File: config.mk
export PLATFORM = sky130hd
export DESIGN_NAME = rf_access_sequencer
export DESIGN_NICKNAME = d
export VERILOG_FILES = /design/src/rtl/rf_seq_pkg.sv /design/src/rtl/rf_access_sequencer.sv
export SDC_FILE = /design/constraint.sdc
export NUM_CORES = 1
export LEC_CHECK = 0
export ABC_AREA = 1
export ABC_CLOCK_PERIOD_IN_PS = 1200
export CORE_UTILIZATION = 31
export DETAILED_ROUTE_END_ITERATION = 8
export GPL_ROUTABILITY_DRIVEN = 0
export PLACE_DENSITY = 0.67
export SLEW_MARGIN = 30
export SYNTH_ARGS = -nofsm -noshare
export SYNTH_HDL_FRONTEND = slang
export SYNTH_SLANG_ARGS = --single-unit
File: constraint.sdc
create_clock -name CLK -period 1.2 [get_ports CLK]
set_clock_uncertainty 0.15 [all_clocks]
set_input_delay 0.24 -clock CLK [delete_from_list [all_inputs] [get_ports CLK]]
set_output_delay 0.24 -clock CLK [all_outputs]
set_load 0.02 [all_outputs]
File: src/rtl/rf_seq_pkg.sv
// Shared types for the register-file access sequencer: FSM state encoding,
// default widths and the latched request record.
package rf_seq_pkg;

    localparam int unsigned DEF_DATA_WIDTH = 32;
    localparam int unsigned DEF_ADDR_WIDTH = 5;

    typedef enum logic [1:0] {
        IDLE,
        READ,
        WRITE,
        RESP
    } state_t;

    typedef struct packed {
        logic                      rd;
        logic                      wr;
        logic [DEF_ADDR_WIDTH-1:0] rs1;
        logic [DEF_ADDR_WIDTH-1:0] rs2;
        logic [DEF_ADDR_WIDTH-1:0] rd_a;
        logic [DEF_DATA_WIDTH-1:0] wdata;
    } req_t;

endpackage

File: src/rtl/rf_access_sequencer.sv
// Initiator for the dual-read register file: sequences READ then WRITE strobes per request
// and holds fetched operands on a response channel. Optional macro RF_ZERO_REG_EN hardwires register 0.
module rf_access_sequencer
    import rf_seq_pkg::*;
#(
    parameter int unsigned DATA_WIDTH = DEF_DATA_WIDTH,
    parameter int unsigned ADDR_WIDTH = DEF_ADDR_WIDTH
) (
    input  logic                  CLK,
    input  logic                  RST,
    input  logic                  req_valid,
    output logic                  req_ready,
    input  logic                  req_rd,
    input  logic                  req_wr,
    input  logic [ADDR_WIDTH-1:0] req_rs1,
    input  logic [ADDR_WIDTH-1:0] req_rs2,
    input  logic [ADDR_WIDTH-1:0] req_rd_a,
    input  logic [DATA_WIDTH-1:0] req_wdata,
    output logic                  rsp_valid,
    input  logic                  rsp_ready,
    output logic [DATA_WIDTH-1:0] rsp_op1,
    output logic [DATA_WIDTH-1:0] rsp_op2,
    output logic                  rf_read,
    output logic                  rf_write,
    output logic [ADDR_WIDTH-1:0] rf_addr_r1,
    output logic [ADDR_WIDTH-1:0] rf_addr_r2,
    output logic [ADDR_WIDTH-1:0] rf_addr_w,
    output logic [DATA_WIDTH-1:0] rf_data_w,
    input  logic [DATA_WIDTH-1:0] rf_data_r1,
    input  logic [DATA_WIDTH-1:0] rf_data_r2
);

`ifdef RF_ZERO_REG_EN
    localparam bit ZERO_REG_EN = 1'b1;
`else
    localparam bit ZERO_REG_EN = 1'b0;
`endif

    state_t                state;
    req_t                  req_q;
    logic [DATA_WIDTH-1:0] op1_in;
    logic [DATA_WIDTH-1:0] op2_in;
    logic                  wr_ok_new;
    logic                  wr_ok_q;

    // Register 0 reads as zero and swallows writes when hardwired.
    always_comb begin
        op1_in    = rf_data_r1;
        op2_in    = rf_data_r2;
        wr_ok_new = 1'b1;
        wr_ok_q   = 1'b1;
        if (ZERO_REG_EN) begin
            if (req_q.rs1 == '0)  op1_in    = '0;
            if (req_q.rs2 == '0)  op2_in    = '0;
            if (req_rd_a == '0)   wr_ok_new = 1'b0;
            if (req_q.rd_a == '0) wr_ok_q   = 1'b0;
        end
    end

    always_ff @(posedge CLK) begin
        if (RST) begin
            state      <= IDLE;
            req_q      <= '0;
            req_ready  <= 1'b1;
            rsp_valid  <= 1'b0;
            rsp_op1    <= '0;
            rsp_op2    <= '0;
            rf_read    <= 1'b0;
            rf_write   <= 1'b0;
            rf_addr_r1 <= '0;
            rf_addr_r2 <= '0;
            rf_addr_w  <= '0;
            rf_data_w  <= '0;
        end else begin
            unique case (state)
                IDLE: begin
                    if (req_valid && req_ready) begin
                        req_q <= '{rd: req_rd, wr: req_wr, rs1: req_rs1, rs2: req_rs2,
                                   rd_a: req_rd_a, wdata: req_wdata};
                        // A no-op request leaves the register-file port untouched.
                        if (req_rd || req_wr) begin
                            rf_addr_r1 <= req_rs1;
                            rf_addr_r2 <= req_rs2;
                            rf_addr_w  <= req_rd_a;
                            rf_data_w  <= req_wdata;
                            req_ready  <= 1'b0;
                        end
                        if (req_rd) begin
                            state   <= READ;
                            rf_read <= 1'b1;
                        end else if (req_wr) begin
                            state    <= WRITE;
                            rf_write <= wr_ok_new;
                        end
                    end
                end
                READ: begin
                    rf_read <= 1'b0;
                    rsp_op1 <= op1_in;
                    rsp_op2 <= op2_in;
                    if (req_q.wr) begin
                        state    <= WRITE;
                        rf_write <= wr_ok_q;
                    end else begin
                        state     <= RESP;
                        rsp_valid <= 1'b1;
                    end
                end
                WRITE: begin
                    rf_write <= 1'b0;
                    if (req_q.rd) begin
                        state     <= RESP;
                        rsp_valid <= 1'b1;
                    end else begin
                        state     <= IDLE;
                        req_ready <= 1'b1;
                    end
                end
                RESP: begin
                    if (rsp_ready) begin
                        state     <= IDLE;
                        rsp_valid <= 1'b0;
                        req_ready <= 1'b1;
                    end
                end
                default: state <= IDLE;
            endcase
        end
    end

endmodule

Word level (Yosys, flattened, before mapping)
Index checks and enable logic that the tools add are counted.
{"block": "word_totals", "regBits": 119, "latch_bits": 0, "ram_bits": 0, "romBits": 0, "input_bits": 117, "elab_cells": 65, "mem_count": 0}
{"block": "op_classes", "add_sub_neg": 0, "mul": 0, "div": 0, "order_cmp": 0, "eq_ne": 14, "shift": 0, "mux": 24, "bitwise_logic": 0, "reduce_logical": 14}
{"cell": "inequality test 2 bit, second input constant", "count": 10}
{"cell": "2-to-1 mux 1 bit", "count": 14}
{"cell": "2-to-1 mux 2 bit", "count": 5}
{"cell": "AND reduction 5 bit", "count": 2}
{"cell": "case mux 1 bit (3 select lines)", "count": 3}
{"cell": "AND reduction 3 bit", "count": 3}
{"cell": "nonzero test 3 bit", "count": 3}
{"cell": "case mux 2 bit (4 select lines)", "count": 1}
{"cell": "equality test 2 bit, second input constant", "count": 2}
{"cell": "AND reduction 4 bit", "count": 1}
{"cell": "inequality test 3 bit, second input constant", "count": 1}
{"cell": "equality test 2 x 1 -> 1 bit, second input constant", "count": 1}
{"cell": "logical NOT 2 bit", "count": 1}
{"cell": "case mux 1 bit (2 select lines)", "count": 1}
{"cell": "AND reduction 2 bit", "count": 1}
{"cell": "nonzero test 2 bit", "count": 1}
{"cell": "logical AND 1 bit", "count": 1}
{"cell": "logical OR 1 bit", "count": 1}

Longest topological paths before layout
Gate-level depths: netlist (run 1).
{"block": "depth", "ltp_word": 4, "mapped_depth": 8, "mapped_depth_nobuf": 6}

Worst setup path before layout (run 1)
OpenSTA, ideal clock, no wires.
{"block": "synth_path", "path_kind": "register to register", "startpoint": "register req_ready", "endpoint": "register rf_addr_r2[2]", "setup_time_ps": 116, "arrival_time_ps": 1203, "t_required_ps": 934, "setup_slack_ps": -268, "path_stages_with_launch": 8, "path_buffers": 2, "cell_sequence": "dfxtp_1 > nand2_1 > nor2_1 > nand2_2 > buf_6 > buf_6 > o21ai_0 > nor2_1"}
{"block": "synth_via", "elab_chain_len": 2}
{"item": "start: declaration", "line": "rf_access_sequencer.sv:12", "source": "output logic req_ready,"}
{"item": "start signal: assignment", "line": "rf_access_sequencer.sv:64", "source": "req_ready <= 1'b1;"}
{"item": "start signal: assignment", "line": "rf_access_sequencer.sv:86", "source": "req_ready <= 1'b0;"}
{"item": "start signal: assignment", "line": "rf_access_sequencer.sv:116", "source": "req_ready <= 1'b1;"}
{"item": "logical AND 1 bit", "line": "rf_access_sequencer.sv:77", "source": "if (req_valid && req_ready) begin"}
{"item": "AND reduction 3 bit (no source line)"}
{"item": "end signal: assignment", "line": "rf_access_sequencer.sv:83", "source": "rf_addr_r2 <= req_rs2;"}
{"item": "end: declaration", "line": "rf_access_sequencer.sv:26", "source": "output logic [ADDR_WIDTH-1:0] rf_addr_r2,"}
No other way between the ends.
A chain may end at the register's enable or synchronous reset.

Worst setup path in the final report (run 1)
{"block": "layout_path", "startpoint": "register state[1]", "endpoint": "register rsp_op1[4]"}
{"block": "layout_via", "elab_chain_len": 1}
{"item": "start: declaration", "line": "rf_access_sequencer.sv:39", "source": "state_t state;"}
{"item": "start signal: assignment", "line": "rf_access_sequencer.sv:62", "source": "state <= IDLE;"}
{"item": "start signal: assignment", "line": "rf_access_sequencer.sv:89", "source": "state <= READ;"}
{"item": "start signal: assignment", "line": "rf_access_sequencer.sv:92", "source": "state <= WRITE;"}
{"item": "equality test 2 x 1 -> 1 bit", "line": "rf_access_sequencer.sv:75", "source": "unique case (state)"}
{"item": "end signal: assignment", "line": "rf_access_sequencer.sv:99", "source": "rsp_op1 <= op1_in;"}
{"item": "end: declaration", "line": "rf_access_sequencer.sv:21", "source": "output logic [DATA_WIDTH-1:0] rsp_op1,"}
No other way between the ends.

==> metrics.log, run 1 <==
[metrics] reg-to-reg critical path startpoint: state[1]$_SDFFE_PP0P_
[metrics] number of cells traversed by the worst hold path: 3
[metrics] Cell Area, Synth: 0.00435 mm2
[metrics] first-pass GRT wire length: 23.2 mm
[metrics] # DRC: 0
[metrics] period utilization: 112%
[metrics] count of endpoints failing hold in the final timing report: 0
[metrics] area growth from synthesis to layout: 113%
[metrics] layout net count: 971
[metrics] type of origin of the critical path: flip-flop
[metrics] Crit Path Class: flip-flop to flip-flop
[metrics] Max IR drop VDD: 0.000869 V
[metrics] Critical Path End Type: flip-flop
[metrics] HPWL after DPL: 9.57 mm
[metrics] post-detailed-route via-to-cell ratio: 4.73
[metrics] clock tree from TritonCTS: yes
[metrics] vias in the first global route: 4,754
[metrics] count of warnings emitted by yosys: 0
[metrics] final setup violation count: 229
[metrics] overall die height: 120 um
[metrics] width of the die: 120 um
[metrics] maximum number of pins on one net before global-route repair: 54
[metrics] outcome: finished with violations
[metrics] slack of the worst reg-to-reg path: -0.15 ns
[metrics] worst hold endpoint: req_q[47]$_SDFFE_PP0P_
[metrics] critical path peak fanout: 8
[metrics] maximum clock insertion buffer count: 2
[metrics] TritonRoute pass-1 iters: 4
[metrics] setup repair after global routing missed its margin: yes
[metrics] I/O Pins: 232
[metrics] violations in the final reports: setup timing
[metrics] WL/cell: 15.9 um
[metrics] Reg area: 0.00256 mm2
[metrics] Hold-fix buffers, CTS: 0
[metrics] Critical Path, Cell by Cell: inv_4 -> nand2_8 -> buf_12 -> clkinv_16 -> clkbuf_16 -> nor2_2 -> nor2_1
[metrics] critical path's top delay family: buffers and inverters
[metrics] total routed wirelength: 16.6 mm
[metrics] final setup slack of the worst path: -0.147 ns
[metrics] part of the Yosys area used for sequential elements: 54.7%
[metrics] Sinks on Clock Net: 119
[metrics] cell taking the most area after synthesis: sky130_fd_sc_hd__dfxtp_1
[metrics] average cell area after synthesis: 7.99 um2
[metrics] count of input and output buffers: 231
[metrics] number of nets produced by synthesis: 662
[metrics] share of flip-flops with an asynchronous set or reset: 0%
[metrics] htree depth: 4
[metrics] max frequency: 742 MHz
[metrics] leading post-synthesis cells by cell area: sky130_fd_sc_hd__dfxtp_1 55%, sky130_fd_sc_hd__nor2_1 20%, sky130_fd_sc_hd__o21ai_0 10%
[metrics] number of routed nets with antenna violations: 0
[metrics] Post-DP Area: 0.00685 mm2
[metrics] antenna violations before repair: 2
[metrics] number of cell rows: 42
[metrics] Synth top area share: 54.7%
[metrics] reg-to-reg endpoint: rsp_op1[4]$_SDFFE_PP0N_
[metrics] Multi-input gate area: 0.00215 mm2
[metrics] HP Start: req_wr
[metrics] Tightest Pin Transition: 0.281 ns
[metrics] remaining global-route overflow: 0
[metrics] Max Slew Vio Count: 0
[metrics] most frequent cells after synthesis: 228 x sky130_fd_sc_hd__nor2_1, 119 x sky130_fd_sc_hd__dfxtp_1, 87 x sky130_fd_sc_hd__o21ai_0
[metrics] Post-synth EDFFs: 0
[metrics] insertion delay of the later-clocked pin in the worst-skew pair: 0.40 ns
[metrics] worst endpoint required time: 1.34 ns
[metrics] Clock Pin Slew Worst Setup and Hold Paths: 0.05 ns
[metrics] vias post-DR: 4,925
[metrics] Maximum Capacitance Violations: 0
[metrics] worst max-slew margin expressed relative to the limit: 81.3%
[metrics] combined buffer and inverter count along the critical path: 4
[metrics] fraction of layout instances using a drive strength above 1: 56.3%
[metrics] path type of the worst min-delay path: input port to flip-flop
[metrics] total power density per cell area: 1580 mW/mm2
[metrics] flip-flop cell with the highest count after synthesis: sky130_fd_sc_hd__dfxtp_1
[metrics] highest cell delay on the worst timing path: 0.38 ns
[metrics] number of design-rule violations left by the first detailed-router iteration: 259
[metrics] Worst Reg2Reg Path Length in Cells: 7
[metrics] Crit-path slowest cell: sky130_fd_sc_hd__dfxtp_4
[metrics] Layout fillers: 1,003
[metrics] post-route cell area: 0.00928 mm2
[metrics] number of flip-flops and latches in the synthesized netlist: 119
[metrics] post-synthesis cell type count: 21
[metrics] most common cell in the netlist: sky130_fd_sc_hd__nor2_1
[metrics] signal arrival time at the worst endpoint: 1.48 ns
[metrics] TritonCTS Buffers: 17
[metrics] Starting Density: 32.4%
[metrics] Die Outline Area: 0.0145 mm2
[metrics] Min Clock Period, post-route: 1.35 ns
[metrics] leakage power summed over all cells: 3.92 nW
[metrics] Gate Count Post-Synth: 545
[metrics] clock root buffer master: sky130_fd_sc_hd__clkbuf_16
[metrics] total global routing track utilization: 20.6%
[metrics] Finished Core Util: 69.0%
[metrics] Core Region: 0.0135 mm2
metrics by stage:
| stage | setup TNS (ns) | setup WS (ns) | hold slack, ns | instances | power (mW) |
|---|---|---|---|---|---|
| final | -16.03 | -0.147 | 0.233 | 1041 | 14.7 |
| after global routing | -26.21 | -0.191 | 0.251 | 1041 | 15.3 |
| after floorplan | -2.08 | -0.0649 | 0.153 | 545 | 6.60 |
| after CTS | -18.24 | -0.142 | 0.164 | 994 | 14.1 |
| after global placement | -53.61 | -0.540 | 0.287 | 939 | 8.10 |
| after detailed placement | -56.28 | -0.577 | 0.296 | 939 | 8.19 |
how the worst max path moves through the flow:
| stage | depth (start not counted) | to | start |
|---|---|---|---|
| 6_report | 7 | rsp_op1[4]$_SDFFE_PP0N_ | state[1]$_SDFFE_PP0P_ |
| 3_5_place_dp | 7 | rf_data_w[9]$_SDFFE_PP0P_ | req_wr |
| 3_3_place_gp | 7 | rf_data_w[29]$_SDFFE_PP0P_ | req_wr |
| 5_1_grt | 7 | rsp_op1[4]$_SDFFE_PP0N_ | state[1]$_SDFFE_PP0P_ |
| 2_1_floorplan | 6 | rf_addr_r1[0]$_SDFFE_PP0P_ | state[0]$_SDFFE_PP0P_ |
| 4_1_cts | 7 | rf_data_w[26]$_SDFFE_PP0P_ | state[1]$_SDFFE_PP0P_ |
cells by family after synthesis:
kind of cell | Yosys count | synth area share [%]
buffers and inverters | 49 | 8.42
AND/OR/NAND/NOR | 250 | 22.1
flip-flops | 119 | 54.7
AO/OA/AOI/OAI | 127 | 14.7
cells in the final DEF, fill, tap and decap left out, types with 2 or more instances in the layout:
master,Yosys,final
sky130_fd_sc_hd__nor2_2,0,47
sky130_fd_sc_hd__clkdlybuf4s50_1,0,114
sky130_fd_sc_hd__a31oi_1,2,2
sky130_fd_sc_hd__a21oi_1,7,5
sky130_fd_sc_hd__nand3_1,7,2
sky130_fd_sc_hd__clkinv_2,0,2
sky130_fd_sc_hd__nand2_4,0,2
sky130_fd_sc_hd__buf_12,3,15
sky130_fd_sc_hd__inv_2,2,2
sky130_fd_sc_hd__inv_1,11,8
sky130_fd_sc_hd__buf_16,0,11
sky130_fd_sc_hd__nor2_4,1,29
sky130_fd_sc_hd__nand2_2,2,2
sky130_fd_sc_hd__a21oi_2,0,2
sky130_fd_sc_hd__nor2_1,228,153
sky130_fd_sc_hd__nand2_1,10,7
sky130_fd_sc_hd__dfxtp_4,0,13
sky130_fd_sc_hd__dfxtp_1,119,2
sky130_fd_sc_hd__buf_6,15,117
sky130_fd_sc_hd__buf_8,1,2
sky130_fd_sc_hd__dfxtp_2,0,104
sky130_fd_sc_hd__clkbuf_16,0,21
sky130_fd_sc_hd__o21ai_0,87,26
sky130_fd_sc_hd__o21ai_2,0,39
sky130_fd_sc_hd__dlygate4sd2_1,0,2
sky130_fd_sc_hd__o21ai_1,30,52
sky130_fd_sc_hd__clkbuf_8,0,6
sky130_fd_sc_hd__clkbuf_1,13,3
sky130_fd_sc_hd__buf_4,2,59
sky130_fd_sc_hd__nand3_2,0,4
state kept, by name, indices dropped and copies added (netlist names), 2 cells and up:
register and count:
rsp_op2 32, rf_addr_w 5, rf_addr_r2 5, req_q 2, rf_addr_r1 5, rf_data_w 32
state 2, rsp_op1 32
worst reg2reg max path, cell delays in order (launching register included):
cell                        delay (ns)
sky130_fd_sc_hd__dfxtp_4          0.38
sky130_fd_sc_hd__inv_4            0.05
sky130_fd_sc_hd__nand2_8          0.08
sky130_fd_sc_hd__buf_12           0.17
sky130_fd_sc_hd__clkinv_16        0.09
sky130_fd_sc_hd__clkbuf_16        0.18
sky130_fd_sc_hd__nor2_2           0.09
sky130_fd_sc_hd__nor2_1           0.04
what timing repair did:
action | 4_1_cts | 5_1_grt
setup buffers | 12 | 45
resized for setup | 953 | 104
pin swaps | 30 | 32
gates cloned | 14 | 5
endpoints found under the setup margin | 222 | 233
cell type report:
class	instances	area share (%)
Multi-Input combinational cell	377	23.2
Clock buffer	26	5.60
Timing Repair inverter	1	0.121
Antenna cell	1	0.0270
Timing Repair Buffer	325	39.7
Sequential cell	119	27.6
Inverter	13	0.890
Tap cell	176	2.37
Clock inverter	3	0.432
metal layers:
layer | vias to the layer above | part of all wire (%) | GRT usage [%]
li1 | 2383 | - | -
met1 | 2310 | 38 | 21.8
met5 | - | 0.079 | 0
met3 | 37 | 6.9 | 6.93
met4 | 2 | 2.7 | 9.41
met2 | 193 | 52 | 36.6
power by group:
| part | total [mW] | leakage, nW | switching, mW | internal, mW |
|---|---|---|---|---|
| Clock | 4.77 | 0.278 | 1.64 | 3.13 |
| Sequential | 4.98 | 1.03 | 0.411 | 4.57 |
| Combinational | 4.95 | 2.62 | 2.28 | 2.67 |
Note: power is estimated with default switching activity, not from simulation.
==> run 2, diff against run 1 <==
--- a/config.mk
+++ b/config.mk
@@ -7,11 +7,14 @@
 export LEC_CHECK = 0
 export ABC_AREA = 1
 export ABC_CLOCK_PERIOD_IN_PS = 1200
-export CORE_UTILIZATION = 31
+export CELL_PAD_IN_SITES_DETAIL_PLACEMENT = 2
+export CELL_PAD_IN_SITES_GLOBAL_PLACEMENT = 2
+export CORE_UTILIZATION = 18
+export CTS_CLUSTER_DIAMETER = 100
 export DETAILED_ROUTE_END_ITERATION = 8
 export GPL_ROUTABILITY_DRIVEN = 0
-export PLACE_DENSITY = 0.67
-export SLEW_MARGIN = 30
+export PLACE_DENSITY = 0.73
+export SLEW_MARGIN = 20
 export SYNTH_ARGS = -nofsm -noshare
 export SYNTH_HDL_FRONTEND = slang
 export SYNTH_SLANG_ARGS = --single-unit
==> metrics.log, run 2 (synthesis gave the netlist of run 1 again) <==
[metrics] outcome: finished with violations
[metrics] violations in the final reports: setup timing
[metrics] final setup violation count: 232
[metrics] Finished Core Util: 37.9%
[metrics] type of origin of the critical path: flip-flop
[metrics] maximum clock insertion buffer count: 2
[metrics] total power density per cell area: 1650 mW/mm2
[metrics] total routed wirelength: 19.7 mm
[metrics] Reg area: 0.00254 mm2
[metrics] worst endpoint required time: 1.35 ns
[metrics] critical path peak fanout: 8
[metrics] Crit Path Class: flip-flop to flip-flop
[metrics] path type of the worst min-delay path: input port to flip-flop
[metrics] area growth from synthesis to layout: 105%
[metrics] count of endpoints failing hold in the final timing report: 0
[metrics] number of routed nets with antenna violations: 0
[metrics] Min Clock Period, post-route: 1.36 ns
[metrics] number of design-rule violations left by the first detailed-router iteration: 76
[metrics] count of input and output buffers: 231
[metrics] number of cell rows: 56
[metrics] leakage power summed over all cells: 3.64 nW
[metrics] htree depth: 4
[metrics] Die Outline Area: 0.0248 mm2
[metrics] clock tree from TritonCTS: yes
[metrics] post-detailed-route via-to-cell ratio: 4.13
[metrics] width of the die: 158 um
[metrics] Setup TNS: -18.38 ns
[metrics] Critical Path End Type: flip-flop
[metrics] Clock Pin Slew Worst Setup and Hold Paths: 0.06 ns
[metrics] WL/cell: 17.2 um
[metrics] Layout fillers: 2,570
[metrics] worst max-slew margin expressed relative to the limit: 81.0%
[metrics] final setup slack of the worst path: -0.157 ns
[metrics] largest registers in the final layout: rf_data_w (32), rsp_op1 (32), rsp_op2 (32)
[metrics] fraction of layout instances using a drive strength above 1: 49.0%
[metrics] Max IR drop VDD: 0.000791 V
[metrics] library cell appearing most often on the critical path: sky130_fd_sc_hd__nor2_1
[metrics] Multi-input gate area: 0.00208 mm2
[metrics] first-pass GRT wire length: 27.6 mm
[metrics] TritonCTS Buffers: 17
[metrics] overall die height: 158 um
[metrics] total power: 14.7 mW
[metrics] Sinks on Clock Net: 119
[metrics] most used cells in the layout excluding fill and tap cells: 174 x sky130_fd_sc_hd__nor2_1, 122 x sky130_fd_sc_hd__buf_6, 114 x sky130_fd_sc_hd__clkdlybuf4s50_1
[metrics] # diodes: 0
[metrics] max frequency: 737 MHz
[metrics] vias in the first global route: 4,940
[metrics] HPWL after DPL: 12.2 mm
[metrics] setup repair after global routing missed its margin: yes
[metrics] clock root buffer master: sky130_fd_sc_hd__clkbuf_16
[metrics] Crit-path slowest cell: sky130_fd_sc_hd__dfxtp_4
[metrics] highest cell delay on the worst timing path: 0.37 ns
[metrics] # DRC: 0
[metrics] period utilization: 113%
[metrics] Starting Density: 18.4%
[metrics] Core Region: 0.0236 mm2
[metrics] Maximum Capacitance Violations: 0
[metrics] total global routing track utilization: 14.9%
[metrics] Max Slew Vio Count: 0
[metrics] vias post-DR: 4,719
[metrics] I/O Pins: 232
[metrics] critical path's top delay family: flip-flops
[metrics] TritonRoute pass-1 iters: 4
[metrics] layout net count: 927
[metrics] Critical Path, Cell by Cell: inv_4 -> nand2_8 -> clkinv_16 -> clkbuf_16 -> nor2_1 -> nor2_1
[metrics] most frequent standard cell in the layout excluding fill and tap cells: sky130_fd_sc_hd__nor2_1
[metrics] signal arrival time at the worst endpoint: 1.51 ns
[metrics] Placed Cells incl. Taps: 1,083
[metrics] Final Non-Filler Cells: 1,142
[metrics] maximum number of pins on one net before global-route repair: 53
[metrics] remaining global-route overflow: 0
[metrics] Tightest Pin Transition: 0.285 ns
[metrics] combined buffer and inverter count along the critical path: 3
[metrics] antenna violations before repair: 0
[metrics] insertion delay of the later-clocked pin in the worst-skew pair: 0.41 ns
## run 2: cell count changes in the layout (fill, tap and decap cells not counted), sizes merged, moves of 2 or more
cell          before  now
buf              204  157
clkinvlp           0    2
dlygate4sd2        2    0
dlymetal6s2s       0    2
clkinv             3   10
inv               13   11
## run 2: worst reg2reg max path: stages (launching register included)
cell and delay, ns:
sky130_fd_sc_hd__dfxtp_4 0.37, sky130_fd_sc_hd__inv_4 0.05, sky130_fd_sc_hd__nand2_8 0.18, sky130_fd_sc_hd__clkinv_16 0.13, sky130_fd_sc_hd__clkbuf_16 0.20, sky130_fd_sc_hd__nor2_1 0.10, sky130_fd_sc_hd__nor2_1 0.05
## run 2: layout make-up
cell class                      instances  share of cell area (%)
Multi-Input combinational cell        377                    23.3
Sequential cell                       119                    28.5
Tap cell                              319                    4.47
Clock buffer                           21                    5.39
Timing Repair Buffer                  281                    35.9
Timing Repair inverter                  1                   0.126
Clock inverter                         11                    1.36
Inverter                               13                    1.05
## run 2: timing repair
| item | 4_1_cts | 5_1_grt |
|---|---|---|
| endpoints found under the setup margin | 233 | 233 |
| hold buffers | 0 | 0 |
| resized for setup | 892 | 130 |
| gates cloned | 3 | 11 |
| pin swaps | 14 | 9 |
| setup buffers | 5 | 9 |
## run 2: power by group
| part | switching (mW) | internal [mW] |
|---|---|---|
| logic | 2.19 | 2.31 |
| registers | 0.446 | 4.57 |
| clock network | 1.92 | 3.28 |
## run 2: per-stage QoR
| stage | hold WS (ns) | cell area, um2 | worst slack (ns) |
|---|---|---|---|
| final | 0.183 | 8940 | -0.157 |
| after global routing | 0.185 | 8940 | -0.219 |
| after CTS | 0.250 | 8220 | -0.135 |
| after detailed placement | 0.294 | 7010 | -0.614 |
| after global placement | 0.286 | 7010 | -0.562 |
| after floorplan | 0.153 | 4380 | -0.0649 |
## run 2: per-layer routing
| layer | vias up | GRT usage [%] | routed length (um) |
|---|---|---|---|
| li1 | 2295 | - | - |
| met1 | 2267 | 15.4 | 7750 |
| met2 | 148 | 27.5 | 10400 |
| met3 | 9 | 6.31 | 1390 |
| met4 | 0 | 3.47 | 157 |
| met5 | - | 0 | 0 |
## run 2: path summary, 6_finish.rpt
kind	end	slack (ns)	cells past startpoint	startpoint
max	rsp_op2[28]$_SDFFE_PP0N_	-0.16	6	state[1]$_SDFFE_PP0P_
min	req_q[48]$_SDFFE_PP0P_	0.18	4	req_rd
max reg2reg	rsp_op2[28]$_SDFFE_PP0N_	-0.16	6	state[1]$_SDFFE_PP0P_
min reg2reg	rsp_valid$_SDFFE_PP0P_	0.30	2	rsp_valid$_SDFFE_PP0P_
